**src/rtl/shared_fpu_arbiter_pkg.sv**
```systemverilog
// Shared FPU arbiter package: op encoding, tag sizing and the sign-flip helper
// that turns a subtract into an add.
package shared_fpu_pkg;

  localparam logic OP_ADD = 1'b0;
  localparam logic OP_SUB = 1'b1;

  // Tag width needed to name one of n requesters (at least one bit)
  function automatic int tag_width(input int n);
    int w;
    w = $clog2(n);
    return (w < 1) ? 1 : w;
  endfunction

  // Subtraction is issued as addition with the rhs sign inverted
  function automatic logic flip_sign(input logic sign, input logic op);
    return (op == OP_ADD) ? sign : ~sign;
  endfunction

endpackage

```
**src/rtl/shared_fpu_arbiter_rr.sv**
```systemverilog
// Round-robin arbiter: the search begins at rr_ptr and wraps upward; the
// pointer moves one past the winner on every grant and holds otherwise.
module rr_arbiter
  import shared_fpu_pkg::*;
#(
  parameter int NUM_REQ = 4,
  parameter int TW      = tag_width(NUM_REQ)
) (
  input  logic               clk,
  input  logic               rst,
  input  logic [NUM_REQ-1:0] req,
  input  logic               enable,
  output logic [NUM_REQ-1:0] grant,
  output logic [TW-1:0]      grant_idx
);

  logic [TW-1:0] rr_ptr_q, rr_ptr_d;
  logic          found;
  int            cand;

  // Rotating-priority search for the first valid requester at or above rr_ptr
  always_comb begin
    found     = 1'b0;
    grant_idx = '0;
    cand      = 0;
    for (int k = 0; k < NUM_REQ; k++) begin
      cand = int'(rr_ptr_q) + k;
      if (cand >= NUM_REQ) cand = cand - NUM_REQ;
      if (!found && enable && req[TW'(cand)]) begin
        found     = 1'b1;
        grant_idx = TW'(cand);
      end
    end
  end

  // One-hot view of the winner
  always_comb begin
    grant = '0;
    if (found) grant[grant_idx] = 1'b1;
  end

  // Advance the pointer past the winner; hold when nothing was granted
  always_comb begin
    rr_ptr_d = rr_ptr_q;
    if (found) rr_ptr_d = (int'(grant_idx) == NUM_REQ - 1) ? '0 : grant_idx + TW'(1);
  end

  // Pointer register
  always_ff @(posedge clk or negedge rst) begin
    if (!rst) rr_ptr_q <= '0;
    else      rr_ptr_q <= rr_ptr_d;
  end

endmodule

```
**src/rtl/shared_fpu_arbiter.sv**
```systemverilog
// Shares one pipelined add/sub core among NUM_REQ requesters. A tag pipe runs
// in lockstep with the core (both advance only on fpu_ce) so each result is
// steered back to its issuer. The core stalls whenever the head result's
// consumer is not ready; the pipe is strictly in order.
// Optional: define SHARED_FPU_OCCUPANCY_EN to add the registered occupancy port.
module shared_fpu_arbiter
  import shared_fpu_pkg::*;
#(
  parameter int DATA_TYPE = 32,
  parameter int NUM_REQ   = 4,
  parameter int LATENCY   = 8
) (
  input  logic                              clk,
  input  logic                              rst,
  input  logic [NUM_REQ-1:0][DATA_TYPE-1:0] ins_lhs,
  input  logic [NUM_REQ-1:0][DATA_TYPE-1:0] ins_rhs,
  input  logic [NUM_REQ-1:0]                ins_op,
  input  logic [NUM_REQ-1:0]                ins_valid,
  output logic [NUM_REQ-1:0]                ins_ready,
  output logic [NUM_REQ-1:0][DATA_TYPE-1:0] outs,
  output logic [NUM_REQ-1:0]                outs_valid,
  input  logic [NUM_REQ-1:0]                outs_ready,
  output logic                              fpu_ce,
  output logic [DATA_TYPE-1:0]              fpu_x,
  output logic [DATA_TYPE-1:0]              fpu_y,
  input  logic [DATA_TYPE-1:0]              fpu_r
`ifdef SHARED_FPU_OCCUPANCY_EN
  ,
  output logic [$clog2(LATENCY+1)-1:0]      occupancy
`endif
);

  localparam int TW = tag_width(NUM_REQ);

  logic [LATENCY-1:0]         vld_q, vld_d;
  logic [LATENCY-1:0][TW-1:0] tag_q, tag_d;
  logic [NUM_REQ-1:0]         grant;
  logic [TW-1:0]              g_idx;
  logic                       head_vld, head_ready, issue;

  assign head_vld   = vld_q[LATENCY-1];
  assign head_ready = outs_ready[tag_q[LATENCY-1]];
  // Core runs unless the head holds a result nobody can take; forced on in reset to flush
  assign fpu_ce     = !rst || !head_vld || head_ready;
  assign issue      = |grant;
  assign ins_ready  = grant;

  rr_arbiter #(
    .NUM_REQ (NUM_REQ),
    .TW      (TW)
  ) u_arb (
    .clk       (clk),
    .rst       (rst),
    .req       (ins_valid),
    .enable    (fpu_ce && rst),
    .grant     (grant),
    .grant_idx (g_idx)
  );

  // Every output channel sees the core result; the valid picks the owner
  for (genvar i = 0; i < NUM_REQ; i++) begin : g_out
    assign outs[i]       = fpu_r;
    assign outs_valid[i] = rst && head_vld && (tag_q[LATENCY-1] == TW'(i));
  end

  // Winner's operands; subtract becomes add of the sign-flipped rhs
  assign fpu_x = ins_lhs[g_idx];
  assign fpu_y = {flip_sign(ins_rhs[g_idx][DATA_TYPE-1], ins_op[g_idx]),
                  ins_rhs[g_idx][DATA_TYPE-2:0]};

  // Tag pipe shifts with the core; stage 0 takes the new grant (or a bubble)
  always_comb begin
    vld_d = vld_q;
    tag_d = tag_q;
    if (fpu_ce) begin
      for (int k = LATENCY - 1; k >= 1; k--) begin
        vld_d[k] = vld_q[k-1];
        tag_d[k] = tag_q[k-1];
      end
      vld_d[0] = issue;
      tag_d[0] = g_idx;
    end
  end

  // Tag pipe registers; reset discards everything in flight
  always_ff @(posedge clk or negedge rst) begin
    if (!rst) begin
      vld_q <= '0;
      tag_q <= '0;
    end else begin
      vld_q <= vld_d;
      tag_q <= tag_d;
    end
  end

`ifdef SHARED_FPU_OCCUPANCY_EN
  localparam int OW = $clog2(LATENCY + 1);

  logic [OW-1:0] occ_q, occ_d;
  logic          xfer;

  assign xfer      = head_vld && head_ready;
  assign occupancy = occ_q;

  // In-flight count: up on grant, down on head transfer, hold when both
  always_comb begin
    occ_d = occ_q;
    case ({issue, xfer})
      2'b10:   occ_d = occ_q + OW'(1);
      2'b01:   occ_d = occ_q - OW'(1);
      default: occ_d = occ_q;
    endcase
  end

  // Occupancy register
  always_ff @(posedge clk or negedge rst) begin
    if (!rst) occ_q <= '0;
    else      occ_q <= occ_d;
  end
`endif

endmodule

```
**config.mk**
```make
export PLATFORM = sky130hd
export DESIGN_NAME = shared_fpu_arbiter
export DESIGN_NICKNAME = d
export VERILOG_FILES = /design/src/rtl/shared_fpu_arbiter_pkg.sv /design/src/rtl/shared_fpu_arbiter_rr.sv /design/src/rtl/shared_fpu_arbiter.sv
export SDC_FILE = /design/constraint.sdc
export NUM_CORES = 1
export LEC_CHECK = 0
export CAP_MARGIN = 40
export CORE_AREA = 2 2 195 197
export DETAILED_ROUTE_END_ITERATION = 10
export DIE_AREA = 0 0 197 199
export SETUP_SLACK_MARGIN = 0.4
export SLEW_MARGIN = 20
export SYNTH_ARGS = -nofsm -noshare
export SYNTH_HDL_FRONTEND = slang
export SYNTH_SLANG_ARGS = --single-unit
```
**constraint.sdc**
```tcl
create_clock -name clk -period 3.5 [get_ports clk]
set_input_delay 0.7 -clock clk [delete_from_list [all_inputs] [get_ports clk]]
set_output_delay 0.7 -clock clk [all_outputs]
set_load 0.03 [all_outputs]
```
Word-level counts from Yosys, hierarchy flattened --
Cells that the tools add are included.
Storage, ports and cells: flip-flop bits (word level) 26, input bits 302, output and inout port bits 201, logic and storage cells 94
Cells by class: bitwise logic cells 1, $add $sub $neg 8, magnitude comparators 11, mux-type cells 37, eq/ne operators 4, reduce and logical (&&, ||, !) cells 23
Operators by type and width (count):
- 32-bit binary-select mux with 2-bit select | 2
- 32-bit 2-to-1 mux | 2
- 2-bit 2-to-1 mux | 9
- 2-bit by 4-bit < comparator with 1-bit output (second input constant) | 4
- 1-bit 2-to-1 mux | 16
- 1-bit logical AND | 14
- 1-bit binary-select mux with 2-bit select | 6
- 3-bit >= comparator (second input constant) | 3
- 2-bit by 1-bit subtractor with 2-bit output (second input constant) | 4
- 2-bit by 2-bit adder with 3-bit output (second input constant) | 2
- 2-bit by 3-bit < comparator with 1-bit output (second input constant) | 2
- 1-bit logical NOT | 5
- 2-bit by 1-bit equality test with 1-bit output (second input constant) | 2
- 2-bit equality test (second input constant) | 2
- 4-bit 2-to-1 mux | 1
- 4-bit OR reduction | 1
- 2-bit by 1-bit adder with 3-bit output (second input constant) | 1
- 2-bit by 3-bit >= comparator with 1-bit output (second input constant) | 1
- 2-bit by 1-bit adder with 2-bit output (second input constant) | 1
- 1-bit demux with 2-bit select | 1
- 2-bit by 1-bit >= comparator with 1-bit output (second input constant) | 1
- 2-bit logical NOT | 1
- 1-bit logical OR | 2
- 1-bit NOT | 1

Logic depth before layout (Yosys ltp) --
depth after elaboration 25, gate-level depth with buffers 8, depth with buffers taken out 5

Modules after synthesis --
From an unflattened synthesis, not the netlist that was laid out.
Unflattened totals: cells, all modules 333, area total of the unflattened synthesis 4105.2 um^2
By module, submodules not included:
- shared_fpu_arbiter | area an instance 3573.4 um^2, cells an instance 273, instances 1, sequential area each 600.6 um^2
- rr_arbiter | area an instance 531.8 um^2, cells an instance 60, instances 1, sequential area each 50.0 um^2

Least setup slack after synthesis --
OpenSTA, ideal clock, no wires.
path type input -> output, from input ins_valid[3], to output fpu_y[31], arrival 2.478 ns, required time 2.800 ns, stages on the path 8, slack 0.322 ns, buffers on the path 3, cells stage by stage buf_4 > and4b_1 > a21o_1 > buf_4 > nor2_4 > o21ai_4 > buf_6 > a211oi_1
On the way: cells in the longest elaborated chain, start to end 21, elaborated cells on any way between the ends 35, those cells by class mux: 24; bitwise: 1; reduce/logical: 10
RTL lines:
- start, declared | line shared_fpu_arbiter.sv:18 | input logic [NUM_REQ-1:0] ins_valid,
- 1-bit binary-select mux with 2-bit select | line shared_fpu_arbiter_rr.sv:29 | if (!found && enable && req[TW'(cand)]) begin
- 1-bit 2-to-1 mux (not written as such) (2 in series) | line shared_fpu_arbiter_rr.sv:29
- 1-bit logical AND | line shared_fpu_arbiter_rr.sv:29
- 1-bit 2-to-1 mux | line shared_fpu_arbiter_rr.sv:29
- 1-bit logical NOT | line shared_fpu_arbiter_rr.sv:29
- 1-bit logical AND (2 in series) | line shared_fpu_arbiter_rr.sv:29
- 1-bit 2-to-1 mux | line shared_fpu_arbiter_rr.sv:29
- 1-bit logical NOT | line shared_fpu_arbiter_rr.sv:29
- 1-bit logical AND (2 in series) | line shared_fpu_arbiter_rr.sv:29
- 1-bit 2-to-1 mux | line shared_fpu_arbiter_rr.sv:29
- 1-bit logical NOT | line shared_fpu_arbiter_rr.sv:29
- 1-bit logical AND (2 in series) | line shared_fpu_arbiter_rr.sv:29
- 2-bit 2-to-1 mux (*) | line shared_fpu_arbiter_rr.sv:29
- 32-bit binary-select mux with 2-bit select | line shared_fpu_arbiter.sv:68 | assign fpu_y = {flip_sign(ins_rhs[g_idx][DATA_TYPE-1], ins_op[g_idx]),
- 32-bit 2-to-1 mux
- 1-bit NOT | line shared_fpu_arbiter_pkg.sv:17 | return (op == OP_ADD) ? sign : ~sign;
- 1-bit 2-to-1 mux (*) | line shared_fpu_arbiter_pkg.sv:17
- end, declared | line shared_fpu_arbiter.sv:25 | output logic [DATA_TYPE-1:0] fpu_y,
Every way passes the cells marked *; elsewhere a longest branch is shown, timed or not. The select of a mux whose other input is x is not followed.

Final worst setup path --
from input outs_ready[0], to output fpu_x[11]
On the way: cells in the longest elaborated chain, start to end 20, elaborated cells on any way between the ends 23, those cells by class mux: 11; reduce/logical: 12
RTL lines:
- start, declared | line shared_fpu_arbiter.sv:22 | input logic [NUM_REQ-1:0] outs_ready,
- 1-bit binary-select mux with 2-bit select (*) | line shared_fpu_arbiter.sv:42 | assign head_ready = outs_ready[tag_q[LATENCY-1]];
- 1-bit 2-to-1 mux (not written as such) (*) | line shared_fpu_arbiter.sv:42
- 1-bit logical OR (*) | line shared_fpu_arbiter.sv:44 | assign fpu_ce = !rst || !head_vld || head_ready;
- 1-bit logical AND (*) | line shared_fpu_arbiter.sv:55 | .enable (fpu_ce && rst),
- 1-bit logical AND | line shared_fpu_arbiter_rr.sv:29
- 1-bit 2-to-1 mux | line shared_fpu_arbiter_rr.sv:29
- 1-bit logical NOT | line shared_fpu_arbiter_rr.sv:29
- 1-bit logical AND (2 in series) | line shared_fpu_arbiter_rr.sv:29
- 1-bit 2-to-1 mux | line shared_fpu_arbiter_rr.sv:29
- 1-bit logical NOT | line shared_fpu_arbiter_rr.sv:29
- 1-bit logical AND (2 in series) | line shared_fpu_arbiter_rr.sv:29
- 1-bit 2-to-1 mux | line shared_fpu_arbiter_rr.sv:29
- 1-bit logical NOT | line shared_fpu_arbiter_rr.sv:29
- 1-bit logical AND (2 in series) | line shared_fpu_arbiter_rr.sv:29
- 2-bit 2-to-1 mux (*) | line shared_fpu_arbiter_rr.sv:29
- 32-bit binary-select mux with 2-bit select (*) | line shared_fpu_arbiter.sv:67 | assign fpu_x = ins_lhs[g_idx];
- 32-bit 2-to-1 mux (not written as such) (*) | line shared_fpu_arbiter.sv:67
- end, declared | line shared_fpu_arbiter.sv:24 | output logic [DATA_TYPE-1:0] fpu_x,
Marked as above.

==> summary.md <==
| Metric | Value |
|---|---|
| Status | `complete, no violations` |
| Clock power share | `approximately 5%` |
| CTS Buffer Depth | `2` |
| ANT cells | `0` |
| Post-Synthesis Cells | `540` |
| Max Freq | `313 MHz` |
| Slew HR | `between 40 and 50%` |
| Ratio of final minimum period to clock period | `roughly 90%` |
| Initial antenna violation count | `0` |
| Crit Path Max Fanout | `6` |
| Die area | `0.0392 mm^2` |
| Post-route antenna net violation count | `0` |
| Psw | `between 2 and 3 mW` |
| Worst vdd rail ir drop | `221 uV` |
| Register share of total power | `9.7%` |
| Synth Area per Inst | `between 7 and 8 um^2` |
| CTS Buf Count | `3` |
| Internal power consumption | `2.90 mW` |
| Largest net degree at the start of global routing | `39` |
| Syn Nets | `roughly 840` |
| Required time worst endpoint | `2.80 ns` |
| Hold Violations, Final | `0` |
| TritonCTS sink count | `26` |
| Number of cell rows | `71` |
| Initial DRC count | `~250` |
| Commonest non-fill, non-tap cell in the layout | `clkdlybuf4s50_1` |
| Yosys top cell by area | `buf_4` |
| Hold WS | `approximately 0.47 ns` |
| Post-synthesis sequential area ratio | `between 15 and 20%` |
| CTS tree | `done` |
| Wire per inst | `22.2 um` |
| Global-route wire length before repair | `around 35 mm` |
| Pwr Density | `624 mW/mm^2` |
| Core Region | `~0.037 mm^2` |
| Netlist Area Pre-Place | `0.00413 mm^2` |
| Area Growth Syn to Fin | `113%` |
| Final instance count without filler cells | `approximately 1300` |
| Via count | `5376` |
| GRT Residual Overflow | `0` |
| I/O Buffers | `342` |
| DR pass1 iterations | `5` |
| Ys Warns | `0` |
| Startpoint Class | `primary input` |
| Clk Latency, worst-skew pair | `0.26 ns` |
| Vias in the first global route | `5384` |
| MaxCap Viol Count | `0` |
| Pins Over Slew Limit | `0` |
| H-tree depth | `1` |
| Sw frac | `47.2%` |
| Gate power share | `85.2%` |
| Hpwl dp | `16.9 mm` |
| Final setup vio count | `0` |
| Leakage | `approximately 3.3 nW` |
| Routed vias/inst | `4.25` |
| Root buf cell | `clkbuf_16` |
| DIE HEIGHT | `199 um` |
| Pwr Total | `5.48 mW` |
| Worst-path clk slew | `roughly 0.060 ns` |
| Setup Crit Path Kind | `primary input to primary output` |
| DR DRC count | `0` |
| Gr usage total | `approximately 12%` |
| Io pins | `slightly above 500` |
| RSZ-0062 raised after global routing | `true` |
| Dpl cells | `1210` |
| WL final | `roughly 28 mm` |
| RePlAce Congestion | `between 0.7 and 0.8` |
| Synth top area share | `24.3%` |
| Most frequent cells in the layout | `clkdlybuf4s50_1 (261), buf_6 (65), nand3_1 (64), a221o_1 (63), o21ai_0 (51)` |
| Tmin final | `~3.2 ns` |
| CP Capture Type | `primary output` |
| Starting density of the core | `11.1%` |
| Hold Crit Class | `flip-flop to flip-flop` |
| Ranking of synthesized cells by area | `buf_4 (24%), dfrtp_1 (16%), a221o_1 (15%)` |
| Share of post-route cells with drive strength above 1 | `31.3%` |
| Synth cell types | `40` |
| Flops & latches, synth | `26` |
| Chip width | `197 um` |
| Worst Tran Pin Value | `between 0.7 and 0.8 ns` |
| CP arrival | `2.50 ns` |
| Nets | `1095` |
| Worst Skew | `approximately 0.0084 ns` |
registers in the layout, summed over array words and instances (netlist names):
register and cells:
vld_q 8, tag_q 16, u_arb.rr_ptr_q 2
timing repair:
| action | CTS | global route |
|---|---|---|
| hold buffers | 0 | 0 |
| resized for setup | 106 | 87 |
| buffers inserted | 24 | 6 |
| endpoints found under the hold margin | 0 | 0 |
| cloned | 16 | 6 |
| endpoints found under the setup margin | 66 | 64 |
| pin swaps | 16 | 18 |
path summary, 6_finish.rpt:
| check | from | to | slack [ns] | cells past startpoint |
|---|---|---|---|---|
| max | outs_ready[0] | fpu_x[11] | 0.30 | 11 |
| min | vld_q[6] | vld_q[7] | 0.47 | 1 |
| max reg2reg | tag_q[15] | tag_q[0] | 1.47 | 9 |
| min reg2reg | vld_q[6] | vld_q[7] | 0.47 | 1 |
| max in group asynchronous | rst | tag_q[15] | 2.58 | 2 |
| min in group asynchronous | rst | u_arb.rr_ptr_q[0] | 0.64 | 2 |
logic make-up (layout without fill, tap and decap cells):
| logic type | after synthesis | in the layout | synth area share, % |
|---|---|---|---|
| flops | 26 | 26 | 15.7 |
| compound gates | 208 | 208 | 34.2 |
| buf+inv | 183 | 435 | 30.6 |
| simple gates | 96 | 96 | 12.3 |
| mux | 22 | 22 | 6.05 |
| xor+xnor | 5 | 5 | 1.06 |
through the flow:
stage	util, %	TNS [ns]	setup WS [ns]	area (um^2)
6_report	23.7	0	0.301	8790
5_1_grt	23.7	0	0.261	8790
4_1_cts	22.3	0	0.281	8280
3_5_place_dp	19.6	-0.258	-0.0790	7280
3_3_place_gp	19.6	-0.336	-0.0736	7280
2_1_floorplan	-	0	0.586	4140
cell usage after synthesis, drive strengths merged:
master	number
o221a	1
a41oi	1
mux2i	1
dfrtp	26
inv	4
a211oi	2
o211ai	1
a21o	2
o211a	1
a221o	63
nand4	1
xor2	2
nor4b	1
clkbuf	18
nor2b	2
nand3b	2
xnor2	3
or2	1
nand3	65
o21ai	67
a21oi	67
a22o	1
nor3	3
o41ai	1
nand2	9
nor2	7
buf	161
a31oi	1
mux2	21
nand2b	3
and3	1
and4b	1
power groups by stage:
stage          registers (mW)  clock network, mW  logic (mW)
2_1_floorplan           0.499                  0        2.21
3_3_place_gp            0.523                  0        3.38
3_5_place_dp            0.531                  0        3.39
4_1_cts                 0.528              0.284        4.27
5_1_grt                 0.551              0.300        4.90
6_report                0.532              0.277        4.67
critical path, cell delays in order:
cell	delay, ns
buf_6	0.09
mux2_4	0.27
o221a_4	0.29
nand3_4	0.09
nor2_4	0.05
buf_12	0.14
buf_12	0.14
buf_12	0.12
buf_16	0.14
a221o_1	0.31
buf_6	0.15
cell type report:
class | count | area [um^2]
Fill cell | 4025 | 28300
Multi-Input combinational cell | 331 | 2530
Clock buffer | 4 | 88.8
Timing Repair Buffer | 427 | 4910
Tap cell | 474 | 593
Sequential cell | 26 | 652
Inverter | 4 | 15.0
per-layer routing:
layer	GRT usage (%)	up-vias	share of wire, %
met4	4.34	0	3.2
met2	22.5	346	51
met5	0	-	0
met3	3.73	66	9.4
li1	-	2403	-
met1	13.4	2561	37
Power figures use the tool's default switching activity.
